===== src/rtl/reg_hazard_ctrl_if.sv =====
`default_nettype none
// ============================================================================
//  Module      : reg_hazard_ctrl_if
//  Description : Decode-side handshake bundle for the register hazard
//                scheduler.
//                Decode inputs : valid, rd1/rd2 address + used flags,
//                                write enable + address, branch taken.
//                Results       : issue, stall, bubble, pending mask,
//                                registered state, stall counter.
//                master = decoder/control side, slave = hazard scheduler.
//  Revision    : 1.0 - initial release
// ============================================================================
interface reg_hazard_ctrl_if;
  logic       i_1_id_valid;
  logic [3:0] i_4_id_rd1_addr;
  logic [3:0] i_4_id_rd2_addr;
  logic       i_1_id_rd1_used;
  logic       i_1_id_rd2_used;
  logic       i_1_id_wr_en;
  logic [3:0] i_4_id_wr_addr;
  logic       i_1_branch_taken;
  logic        o_1_issue;
  logic        o_1_stall;
  logic        o_1_bubble;
  logic [15:0] o_16_pending;
  logic [1:0]  or_2_state;
  logic [7:0]  or_8_stall_cnt;

  modport master (
    output i_1_id_valid, i_4_id_rd1_addr, i_4_id_rd2_addr, i_1_id_rd1_used,
           i_1_id_rd2_used, i_1_id_wr_en, i_4_id_wr_addr, i_1_branch_taken,
    input  o_1_issue, o_1_stall, o_1_bubble, o_16_pending, or_2_state,
           or_8_stall_cnt
  );

  modport slave (
    input  i_1_id_valid, i_4_id_rd1_addr, i_4_id_rd2_addr, i_1_id_rd1_used,
           i_1_id_rd2_used, i_1_id_wr_en, i_4_id_wr_addr, i_1_branch_taken,
    output o_1_issue, o_1_stall, o_1_bubble, o_16_pending, or_2_state,
           or_8_stall_cnt
  );
endinterface
`default_nettype wire


===== src/rtl/reg_hazard_ctrl.sv =====
`default_nettype none
// ============================================================================
//  Module      : reg_hazard_ctrl
//  Description : Decode/register-stage hazard scheduler for the 16-bit core.
//                A shift-register scoreboard mirrors the EX..WB stages and
//                records in-flight destination registers. Each cycle the
//                decoded instruction issues, stalls on a RAW hazard, or is
//                squashed while a taken branch flushes the front end.
//  Ports       : clk, rst       - clock, synchronous active-high reset
//                bus (slave)    - decode inputs and issue/stall/bubble,
//                                 pending mask, state, stall counter
//  Revision    : 1.0 - initial release
// ============================================================================
module reg_hazard_ctrl #(
  parameter int PIPE_DEPTH   = 3,
  parameter int WB_BYPASS    = 0,
  parameter int FLUSH_CYCLES = 2
) (
  input  wire logic         clk,
  input  wire logic         rst,
  reg_hazard_ctrl_if.slave  bus
);

  // With a write-through register file the WB entry is already visible to
  // the read port, so it is excluded from the hazard check.
  localparam int         c_nchk       = (WB_BYPASS != 0) ? PIPE_DEPTH - 1 : PIPE_DEPTH;
  localparam logic [1:0] c_flush_load = 2'(FLUSH_CYCLES - 1);

  typedef enum logic [1:0] {
    ST_RUN   = 2'b00,
    ST_STALL = 2'b01,
    ST_FLUSH = 2'b10
  } state_t;

  logic [PIPE_DEPTH-1:0] sb_valid_q, sb_valid_d;
  logic [3:0]            sb_addr_q [PIPE_DEPTH];
  logic [3:0]            sb_addr_d [PIPE_DEPTH];
  state_t                state_q, state_d;
  logic [1:0]            flush_cnt_q, flush_cnt_d;
  logic [7:0]            stall_cnt_q, stall_cnt_d;

  logic        w_rd1_hit;
  logic        w_rd2_hit;
  logic        w_hazard;
  logic        w_flush_now;
  logic        w_issue;
  logic        w_stall;
  logic [15:0] w_pending;

  // Scoreboard lookup and pending mask
  always_comb begin
    w_rd1_hit = 1'b0;
    w_rd2_hit = 1'b0;
    w_pending = '0;
    for (int i = 0; i < c_nchk; i++) begin
      if (sb_valid_q[i] && (sb_addr_q[i] == bus.i_4_id_rd1_addr)) w_rd1_hit = 1'b1;
      if (sb_valid_q[i] && (sb_addr_q[i] == bus.i_4_id_rd2_addr)) w_rd2_hit = 1'b1;
    end
    for (int i = 0; i < PIPE_DEPTH; i++) begin
      if (sb_valid_q[i]) w_pending[sb_addr_q[i]] = 1'b1;
    end
  end

  assign w_hazard    = bus.i_1_id_valid &
                       ((bus.i_1_id_rd1_used & w_rd1_hit) | (bus.i_1_id_rd2_used & w_rd2_hit));
  assign w_flush_now = bus.i_1_branch_taken | (state_q == ST_FLUSH);
  // Reset forces a bubble regardless of decode contents.
  assign w_issue     = ~rst & bus.i_1_id_valid & ~w_hazard & ~w_flush_now;
  assign w_stall     = ~rst & w_hazard & ~w_flush_now;

  // Scoreboard shift: a stall or squash enters as an invalid entry
  always_comb begin
    sb_valid_d   = {sb_valid_q[PIPE_DEPTH-2:0], w_issue & bus.i_1_id_wr_en};
    sb_addr_d[0] = bus.i_4_id_wr_addr;
    for (int i = 1; i < PIPE_DEPTH; i++) begin
      sb_addr_d[i] = sb_addr_q[i-1];
    end
  end

  // State machine and flush counter. The counter holds the number of FLUSH
  // cycles still to run including the current one; the branch cycle is the
  // first squashed slot, so FLUSH_CYCLES-1 FLUSH cycles follow it.
  always_comb begin
    state_d     = state_q;
    flush_cnt_d = flush_cnt_q;
    if (bus.i_1_branch_taken) begin
      if (FLUSH_CYCLES > 1) begin
        state_d     = ST_FLUSH;
        flush_cnt_d = c_flush_load;
      end else begin
        // A single squashed slot is fully covered by the branch cycle.
        state_d     = ST_RUN;
        flush_cnt_d = 2'd0;
      end
    end else if ((state_q == ST_FLUSH) && (flush_cnt_q > 2'd1)) begin
      flush_cnt_d = flush_cnt_q - 2'd1;
    end else begin
      flush_cnt_d = 2'd0;
      state_d     = w_hazard ? ST_STALL : ST_RUN;
    end
  end

  always_comb begin
    stall_cnt_d = stall_cnt_q;
    if (w_stall && (stall_cnt_q != 8'hFF)) stall_cnt_d = stall_cnt_q + 8'd1;
  end

  always_ff @(posedge clk) begin
    if (rst) begin
      sb_valid_q  <= '0;
      state_q     <= ST_RUN;
      flush_cnt_q <= 2'd0;
      stall_cnt_q <= 8'd0;
      for (int i = 0; i < PIPE_DEPTH; i++) begin
        sb_addr_q[i] <= 4'd0;
      end
    end else begin
      sb_valid_q  <= sb_valid_d;
      state_q     <= state_d;
      flush_cnt_q <= flush_cnt_d;
      stall_cnt_q <= stall_cnt_d;
      for (int i = 0; i < PIPE_DEPTH; i++) begin
        sb_addr_q[i] <= sb_addr_d[i];
      end
    end
  end

  assign bus.o_1_issue      = w_issue;
  assign bus.o_1_stall      = w_stall;
  assign bus.o_1_bubble     = ~w_issue;
  assign bus.o_16_pending   = w_pending;
  assign bus.or_2_state     = state_q;
  assign bus.or_8_stall_cnt = stall_cnt_q;

endmodule
`default_nettype wire


===== src/flat_wrapper.sv =====
// flat-port wrapper written by rule: the top's interface ports become plain ports
module reg_hazard_ctrl_flat 
#(
  parameter int PIPE_DEPTH   = 3,
  parameter int WB_BYPASS    = 0,
  parameter int FLUSH_CYCLES = 2
)
  (clk, rst, bus_i_1_id_valid, bus_i_4_id_rd1_addr, bus_i_4_id_rd2_addr, bus_i_1_id_rd1_used, bus_i_1_id_rd2_used, bus_i_1_id_wr_en, bus_i_4_id_wr_addr, bus_i_1_branch_taken, bus_o_1_issue, bus_o_1_stall, bus_o_1_bubble, bus_o_16_pending, bus_or_2_state, bus_or_8_stall_cnt);
  reg_hazard_ctrl_if bus_i ();
  input  wire logic clk;
  input  wire logic rst;
  input wire logic [$bits(bus_i.i_1_id_valid)-1:0] bus_i_1_id_valid;
  input wire logic [$bits(bus_i.i_4_id_rd1_addr)-1:0] bus_i_4_id_rd1_addr;
  input wire logic [$bits(bus_i.i_4_id_rd2_addr)-1:0] bus_i_4_id_rd2_addr;
  input wire logic [$bits(bus_i.i_1_id_rd1_used)-1:0] bus_i_1_id_rd1_used;
  input wire logic [$bits(bus_i.i_1_id_rd2_used)-1:0] bus_i_1_id_rd2_used;
  input wire logic [$bits(bus_i.i_1_id_wr_en)-1:0] bus_i_1_id_wr_en;
  input wire logic [$bits(bus_i.i_4_id_wr_addr)-1:0] bus_i_4_id_wr_addr;
  input wire logic [$bits(bus_i.i_1_branch_taken)-1:0] bus_i_1_branch_taken;
  output wire logic [$bits(bus_i.o_1_issue)-1:0] bus_o_1_issue;
  output wire logic [$bits(bus_i.o_1_stall)-1:0] bus_o_1_stall;
  output wire logic [$bits(bus_i.o_1_bubble)-1:0] bus_o_1_bubble;
  output wire logic [$bits(bus_i.o_16_pending)-1:0] bus_o_16_pending;
  output wire logic [$bits(bus_i.or_2_state)-1:0] bus_or_2_state;
  output wire logic [$bits(bus_i.or_8_stall_cnt)-1:0] bus_or_8_stall_cnt;
  assign bus_i.i_1_id_valid = bus_i_1_id_valid;
  assign bus_i.i_4_id_rd1_addr = bus_i_4_id_rd1_addr;
  assign bus_i.i_4_id_rd2_addr = bus_i_4_id_rd2_addr;
  assign bus_i.i_1_id_rd1_used = bus_i_1_id_rd1_used;
  assign bus_i.i_1_id_rd2_used = bus_i_1_id_rd2_used;
  assign bus_i.i_1_id_wr_en = bus_i_1_id_wr_en;
  assign bus_i.i_4_id_wr_addr = bus_i_4_id_wr_addr;
  assign bus_i.i_1_branch_taken = bus_i_1_branch_taken;
  assign bus_o_1_issue = bus_i.o_1_issue;
  assign bus_o_1_stall = bus_i.o_1_stall;
  assign bus_o_1_bubble = bus_i.o_1_bubble;
  assign bus_o_16_pending = bus_i.o_16_pending;
  assign bus_or_2_state = bus_i.or_2_state;
  assign bus_or_8_stall_cnt = bus_i.or_8_stall_cnt;
  reg_hazard_ctrl #(.PIPE_DEPTH(PIPE_DEPTH), .WB_BYPASS(WB_BYPASS), .FLUSH_CYCLES(FLUSH_CYCLES)) u_core (.clk(clk), .rst(rst), .bus(bus_i));
endmodule

===== config.mk =====
export PLATFORM = sky130hd
export DESIGN_NAME = reg_hazard_ctrl_flat
export DESIGN_NICKNAME = d
export VERILOG_FILES = /design/src/rtl/reg_hazard_ctrl_if.sv /design/src/rtl/reg_hazard_ctrl.sv /design/src/flat_wrapper.sv
export SDC_FILE = /design/constraint.sdc
export NUM_CORES = 1
export LEC_CHECK = 0
export ABC_AREA = 1
export CAP_MARGIN = 20
export CORE_MARGIN = 5
export CORE_UTILIZATION = 53
export DETAILED_ROUTE_END_ITERATION = 10
export GPL_ROUTABILITY_DRIVEN = 0
export GPL_TIMING_DRIVEN = 0
export HOLD_SLACK_MARGIN = 0.08
export PLACE_DENSITY = 0.84
export SETUP_SLACK_MARGIN = 0.4
export SYNTH_ARGS = -nofsm -noshare
export SYNTH_HDL_FRONTEND = slang
export SYNTH_SLANG_ARGS = --single-unit

===== constraint.sdc =====
create_clock -name clk -period 2.93 [get_ports clk]
set_input_delay 0.293 -clock clk [delete_from_list [all_inputs] [get_ports clk]]
set_output_delay 0.293 -clock clk [all_outputs]
set_load 0.01 [all_outputs]

# After elaboration in Yosys (flattened, before gate mapping)
# Memories as Yosys holds them, arrays and structs flattened.
# Cells that the tools add are included.
# op_classes
eq_ne,9
n_addsub,2
n_lt_le_gt_ge,7
muxes,26
n_reduce_logical,13
bitwise,21
# ops
op,n
two-way mux 16 bit,3
OR 16 bit,2
== test 4 bit,6
less-than comparator 4 x 5 -> 1 bit (second input constant),3
two-way mux 1 bit,15
demux 1 bit (select 4 bit),3
greater-or-equal comparator 4 x 1 -> 1 bit (second input constant),3
two-way mux 4 bit,3
logical AND 1 bit,11
AND 1 bit,9
adder 8 x 1 -> 8 bit (second input constant),1
inequality test 8 bit (second input constant),1
NOT 1 bit,5
OR 1 bit,5
two-way mux 2 bit,2
OR reduction 3 bit,1
== test 2 bit (second input constant),1
greater-than comparator 2 x 1 -> 1 bit (second input constant),1
inequality test 2 bit (second input constant),1
OR reduction 2 bit,1
subtractor 2 x 1 -> 2 bit (second input constant),1
# word_totals
mem_bits_rw,12
n_memories,1
ff_bits,15
# mem_list
name,words,width,read_ports,rd_ports_with_merged_regs,write_ports,line,source
u_core.sb_addr_q,3,4,3,0,3,reg_hazard_ctrl.sv:36,logic [3:0] sb_addr_q [PIPE_DEPTH];

# Logic depth before layout (Yosys ltp)
# Gate-level depths: netlist of run 1.
# An unclocked memory read counts as a cell.
# logic_depth
depth_word,13
mapped_depth,12
depth_no_buf,12

# Worst setup path after synthesis of run 1
# OpenSTA, ideal clock, no wires.
# synth_path
path_type,register to output
startpoint,memory u_core.sb_addr_q[0][1]
endpoint,output port bus_o_1_stall
arrival_time_ns,1.214
slack_ns,1.423
stages_incl_launch_ff,11
path_cell_list,dfxtp_1 > inv_2 > nand2_1 > nand2_1 > nor2_1 > nand3_1 > nand3_1 > nand2_2 > nand2_8 > nand3_1 > nor2_1
# synth_lines
item,line,source
"start, declared",reg_hazard_ctrl.sv:36,
"end, declared",flat_wrapper.sv:21,output wire logic [$bits(bus_i.o_1_stall)-1:0] bus_o_1_stall;

# Worst setup path in the final report of run 1
# layout_path
startpoint,input port bus_i_4_id_rd1_addr[3]
endpoint,output port bus_o_1_issue
# layout_between
elab_chain_cells,11
word_cells_on_any_way,15
classes_between,eq/ne (3); mux (3); bitwise (6); reduce/logical (3)
# layout_rtl
item,line,source
"start, declared",flat_wrapper.sv:13,input wire logic [$bits(bus_i.i_4_id_rd1_addr)-1:0] bus_i_4_id_rd1_addr;
== test 4 bit,reg_hazard_ctrl.sv:56,if (sb_valid_q[i] && (sb_addr_q[i] == bus.i_4_id_rd1_addr)) w_rd1_hit = 1'b1;
logical AND 1 bit,reg_hazard_ctrl.sv:56,
two-way mux 1 bit (2 in series),reg_hazard_ctrl.sv:56,
two-way mux 1 bit (*),reg_hazard_ctrl.sv:56,
AND 1 bit (*),reg_hazard_ctrl.sv:65,((bus.i_1_id_rd1_used & w_rd1_hit) | (bus.i_1_id_rd2_used & w_rd2_hit));
OR 1 bit (*),reg_hazard_ctrl.sv:65,
AND 1 bit (*),reg_hazard_ctrl.sv:64,assign w_hazard = bus.i_1_id_valid &
NOT 1 bit (*),reg_hazard_ctrl.sv:68,assign w_issue = ~rst & bus.i_1_id_valid & ~w_hazard & ~w_flush_now;
AND 1 bit (*) (2 in series),reg_hazard_ctrl.sv:68,
"end, declared",flat_wrapper.sv:20,output wire logic [$bits(bus_i.o_1_issue)-1:0] bus_o_1_issue;
# Every way passes the cells marked *; elsewhere a longest branch is shown, timed or not.

==> reports/results.ini, run 1 <==
[job]
max_cap_violations=0

[logic_synthesis]
synth_edf_count=0
syn_area_mm2=0.00190
synth_xor_area_share_pct=1.85
yosysUniqueCellTypes=27
synth-compound-area-share_pct=3.16
synth_seq_area_share_pct=28.5
ys_ff_latch=27
muxShareOfSynthArea_pct=0
yosys_warnings=0
netlist_top_cells_area=dfxtp_1, nand2_1, nor2_1, nand3_1, inv_1
synth-adder-area-share_pct=1.32
ys.flop_type=dfxtp_1
synth_top_cells_by_count=nand2_1, nor2_1, nand3_1
yosysTopAreaCellShare_pct=28.5
yosys.area.top_type=dfxtp_1
synth_most_common_cell=nand2_1
syn-num-nets=355
avgSynthCellArea_um2=5.68
ys_async_sr_fraction_pct=0
synthSimpleGateAreaFrac_pct=54.1
synthCells=334
synth_top_family_by_area=simple AND/OR/NAND/NOR gates

[clock_network]
clk_pin_slew_ps=150
clockRootBuffer=clkbuf_4
hold_buffers=0
cts_made_buffers=3
cts.sinks=27
cts_tree=built
clk_latency_ps=330
h-tree-depth=1
clk_path_buf_depth=2

[layout]
areaGrowthSynthToFinish_pct=30.9
post_route_cells_drive_above_1_share_pct=8.03
fillCellCount=339
diodes=0
utilization_pct=73.3
finalNetCount=408

[floorplan]
dieArea_mm2=0.00488
core_area_mm2=0.00339
std_cell_rows=21
die_y_um=69.8
start_util_pct=56.0
pin_count=48
die_w_um=69.8

[timing]
relSlewSlack_pct=65.7
fmax_ghz=0.415
hold_ws_ps=447
finalSetupViolCount=0
tightest_slew_ps=511
hold_violations=0
finalClockSkew_ps=17.7
finalMaxSlewViolations=0
timing.setup.tns_ps=0
period_minus_slack_ps=2410
rsz0062_at_grt=yes
finalCritPeriodShare_pct=82.2

[worst_setup_path]
path_class=input port to primary output
worstSetupStartpointType=input port
crit_top_cell=inv_1
cpMaxStageDelayCell=clkdlybuf4s50_1
timing.critical_path.fanout_max=4
critPathArrivalTime_ps=2120
cp.buffers_inverters=5
crit_required_ps=2640
crit_family=buffers and inverters
cpPeakStageDelay_ps=530
path_cells=clkdlybuf4s50_1, inv_1, o21ai_0, inv_1, nand3_1, nand3_2, nand2_4, nand3_2, inv_1, clkdlybuf4s50_1
end_kind=primary output

[routing]
vias_per_cell=5.05
wl_per_cell_um=11.5
firstDrtPassIters=4
drc_errors=0
drt-initial-drc-count=177
ant_nets=0
totalWireLength_um=4980
vias=2180

[power_and_ir_drop]
p_leak_nw=1.17
power_density_mw_per_mm2=268
ir_drop_uv=207
p_total_uw=666

[global_routing]
track_usage_pct=20.6
overflow=0
grt_pass1_vias=1981
grt_max_degree=15
grt_antenna_before_repair=0
grt_pass1_wl_um=8490

[run_status]
status=finished clean

[min_path]
hp-class=input port to flop

[place]
portBuffers=47
place_hpwl_um=4030

-- registers in the layout (all words and copies together) (netlist names) --
| register | flops |
|---|---|
| u_core.sb_addr_q | 12 |
| u_core.bus.or_8_stall_cnt | 8 |
| u_core.sb_valid_q | 3 |
| u_core.bus.or_2_state | 2 |
| u_core.flush_cnt_q | 2 |
-- through the flow --
stage / area, um2 / cells / setup WS (ps)
finish: 2480 / 432 / 521
global route: 2480 / 432 / 382
CTS: 2450 / 431 / 422
detailed placement: 2430 / 427 / 359
global placement: 2430 / 427 / 353
floorplan: 1900 / 334 / 1420
-- final cells by class --
type	count	area, um2	share of cell area [%]
clock buffers	4	26.3	1.06
plain buffers	4	17.5	0.705
repair buffers	48	479	19.3
flip-flops and latches	27	544	21.9
multi-input cells	251	1160	46.9
well taps	46	57.6	2.32
inverters	52	195	7.85
-- timing repair --
action                     in CTS  in global routing
setup endpoints to repair       3                 10
pin swaps                       0                  2
resized for setup               3                 10
buffers inserted                0                  1
-- cells in the final DEF (no fill, tap or decap), types with 2 or more instances in the layout --
cell type	instances
clkbuf_1	2
clkbuf_2	2
clkbuf_4	3
clkdlybuf4s50_1	45
dfxtp_1	24
dfxtp_2	3
ha_1	2
inv_1	40
inv_2	12
nand2_1	97
nand3_1	45
nand3_2	2
nand3b_1	2
nand4_1	3
nor2_1	68
nor3_1	7
nor3_2	2
o21ai_0	5
o21ai_1	3
xnor2_1	3
-- routing by layer --
| layer | wire [um] | global-route usage (%) | vias to the layer above |
|---|---|---|---|
| li1 | - | - | 1142 |
| met1 | 2120 | 24.8 | 960 |
| met2 | 2520 | 37.8 | 70 |
| met3 | 278 | 2.61 | 8 |
| met4 | 61 | 5.74 | 0 |
| met5 | 0 | 0 | - |
-- cells by family after synthesis --
| kind of cell | count (synthesis) |
|---|---|
| AO/OA/AOI/OAI | 11 |
| XOR/XNOR | 4 |
| adder cells (fa/ha/maj) | 2 |
| buffers and inverters | 56 |
| flip-flops | 27 |
| AND/OR/NAND/NOR | 234 |
-- final timing paths --
path	to	depth (start not counted)	startpoint	slack [ps]
max	bus_o_1_issue	10	bus_i_4_id_rd1_addr[3]	520
max reg2reg	u_core.bus.or_8_stall_cnt[4]$_SDFFE_PP0P_	11	u_core.bus.or_8_stall_cnt[0]$_SDFFE_PP0P_	1310
min reg2reg	u_core.flush_cnt_q[0]$_SDFF_PP0_	2	u_core.flush_cnt_q[0]$_SDFF_PP0_	500
min	u_core.sb_addr_q[0][1]$_SDFF_PP0_	3	bus_i_4_id_wr_addr[1]	450
-- worst min-delay path: cells and delay by family --
kind	cells	cell delay (ps)
buf+inv	2	440
simple gates	1	30
-- where the power goes --
group          internal, mW  switching [mW]  leakage [nW]
sequential            0.377          0.0132         0.221
clock                0.0533           0.106        0.0150
combinational        0.0498          0.0672         0.935
total                 0.480           0.186          1.17
(Power assumes the default switching activity.)
==> run 2, diff against run 1 <==
CORE_UTILIZATION = 44   (was 53)
PLACE_DENSITY = 0.75   (was 0.84)
clock period = 2.2 ns   (was 2.93 ns; I/O delays follow)
==> run 2 against run 1 <==
  * Non-clock buffer count grew 7
  * Sequential share of layout area shrank 0.60 points
  * Core utilization is 7.2 points lower
  * Sequential power up 33%
  * Hold slack better by 3.2 ps
  * Wire length increased by 6.8%
  * Final area is 8.7% higher
  * Die area up 17%
  * Clock skew shrank 17 ps
  * Count of clock-buffer cells in the layout unchanged
  * Cell count increased by 2.5%
  * Largest cell class unchanged
==> reports/results.ini, run 2 (synthesis gave the netlist of run 1 again) <==
[global_routing]
grt_pass1_wl_um=8750
overflow=0
grt_max_degree=15
grt_antenna_before_repair=0
grt_pass1_vias=2074
track_usage_pct=19.5

[timing]
fmax_ghz=0.500
finalMaxSlewViolations=0
hold_violations=0
rsz0062_at_grt=yes
finalClockSkew_ps=1.07
finalSetupViolCount=0
relSlewSlack_pct=68.9
tightest_slew_ps=462
finalCritPeriodShare_pct=90.9
period_minus_slack_ps=2000

[routing]
firstDrtPassIters=4
top_layer=met4
met1_length_um=2300
ant_nets=0
totalWireLength_um=5320
met3_length_um=429
vias=2240
vias_per_cell=5.06
wl_per_cell_um=12.0
drt-initial-drc-count=163
drc_errors=0
dr_wl_met2_um=2490

[power_and_ir_drop]
seq_power_share_pct=54.3
p_leak_nw=1.38
combPwrFrac_pct=17.4
power.switching_uw=257
internal_power_uw=695
swShare_pct=27.0
ir_drop_uv=332
power_density_mw_per_mm2=352
clock_power_share_pct=28.3

[layout]
fillCellCount=387
utilization_pct=66.1
finalNetCount=415
largest-register=u_core.sb_addr_q
final_cells=443
areaGrowthSynthToFinish_pct=42.3
post_route_cells_drive_above_1_share_pct=18.1
layout_common_cells=nand2_1, nor2_1, nand3_1
final_area_mm2=0.00270
layout_commonest_cell=nand2_1
diodes=0
largest_register_ffs=12

[worst_setup_path]
crit_required_ps=1980
worstSetupStartpointType=flop
cpPeakStageDelay_ps=390
path_class=flop to primary output
timing.critical_path.fanout_max=9
path_cells=inv_2, nand2_1, nand2_1, nor2_1, nand3_1, nand3_2, nand2_4, buf_12, nand2_8, nand3_2, nor2_2, buf_2
cpMaxStageDelayCell=dfxtp_4
end_kind=primary output
critPathArrivalTime_ps=1780

[min_path]
hp-class=input port to flop

[job]
max_cap_violations=0

[run_status]
status=finished clean

[clock_network]
cts_tree=built
cts_made_buffers=3
clk_latency_ps=260
clk_pin_slew_ps=80
clk_path_buf_depth=2
clockRootBuffer=clkbuf_8
cts.sinks=27
h-tree-depth=1

[place]
place_area_mm2=0.00243
place_hpwl_um=4100
place_inst=431
portBuffers=47

[floorplan]
die_w_um=75.7
dieArea_mm2=0.00573
start_util_pct=46.4
pin_count=48
die_y_um=75.7
std_cell_rows=23
core_area_mm2=0.00409

-- run 2: changes by cell type in the layout (fill, tap and decap cells not counted), moves of 5 or more --
cell             before  now
clkdlybuf4s50_1      45   26
dfxtp_1              24   13
dlygate4sd2_1         1   12
dfxtp_4               0    7
nor2_1               68   61
nor2_2                1    6
-- run 2: final timing paths --
kind / startpoint / to / slack [ps] / cells after the start
worst max-delay path: u_core.sb_addr_q[0][2]$_SDFF_PP0_ / bus_o_1_stall / 200 / 12
worst min-delay path: bus_i_4_id_wr_addr[0] / u_core.sb_addr_q[0][0]$_SDFF_PP0_ / 450 / 3
worst max register to register: u_core.sb_addr_q[0][2]$_SDFF_PP0_ / u_core.bus.or_8_stall_cnt[1]$_SDFFE_PP0P_ / 610 / 13
worst min register to register: u_core.flush_cnt_q[0]$_SDFF_PP0_ / u_core.flush_cnt_q[0]$_SDFF_PP0_ / 490 / 2
-- run 2: through the flow --
step	power [mW]	setup TNS, ps	hold slack [ps]	worst slack (ps)
2_1_floorplan	0.608	0	297	727
3_3_place_gp	0.679	-479	466	-243
3_5_place_dp	0.681	-597	473	-294
4_1_cts	0.954	0	444	190
5_1_grt	1.01	0	452	84.8
6_report	0.952	0	451	200
-- run 2: power by group through the flow --
stage / clock, mW / combinational (mW) / sequential (mW)
2_1_floorplan: 0 / 0.0830 / 0.525
3_3_place_gp: 0 / 0.150 / 0.529
3_5_place_dp: 0 / 0.152 / 0.529
4_1_cts: 0.282 / 0.157 / 0.516
5_1_grt: 0.305 / 0.182 / 0.519
6_report: 0.270 / 0.165 / 0.517
-- run 2: timing repair --
item / CTS / global route
endpoints found under the setup margin: 19 / 19
buffers inserted: 6 / 2
hold buffers: 0 / 0
gates resized for setup: 80 / 19
pin swaps: 9 / 4
-- run 2: routing by layer --
layer,track usage [%],up-vias
li1,-,1165
met1,25.2,966
met2,32.3,95
met3,2.51,14
met4,8.93,0
met5,0,-
-- run 2: critical path, delay by kind of cell, from the launching register on --
family                 cells  cell delay (ps)
AND/OR/NAND/NOR            9              790
buffers and inverters      3              330
flip-flops                 1              390
-- run 2: cell type report --
class,count,area (um2),area share [%]
inverter,52,211,7.83
sequential,27,576,21.3
timing repair buffer,55,528,19.5
multi-input combinational,251,1240,45.9
clock buffer,4,45.0,1.67
tap,50,62.6,2.32
buffer,4,37.5,1.39
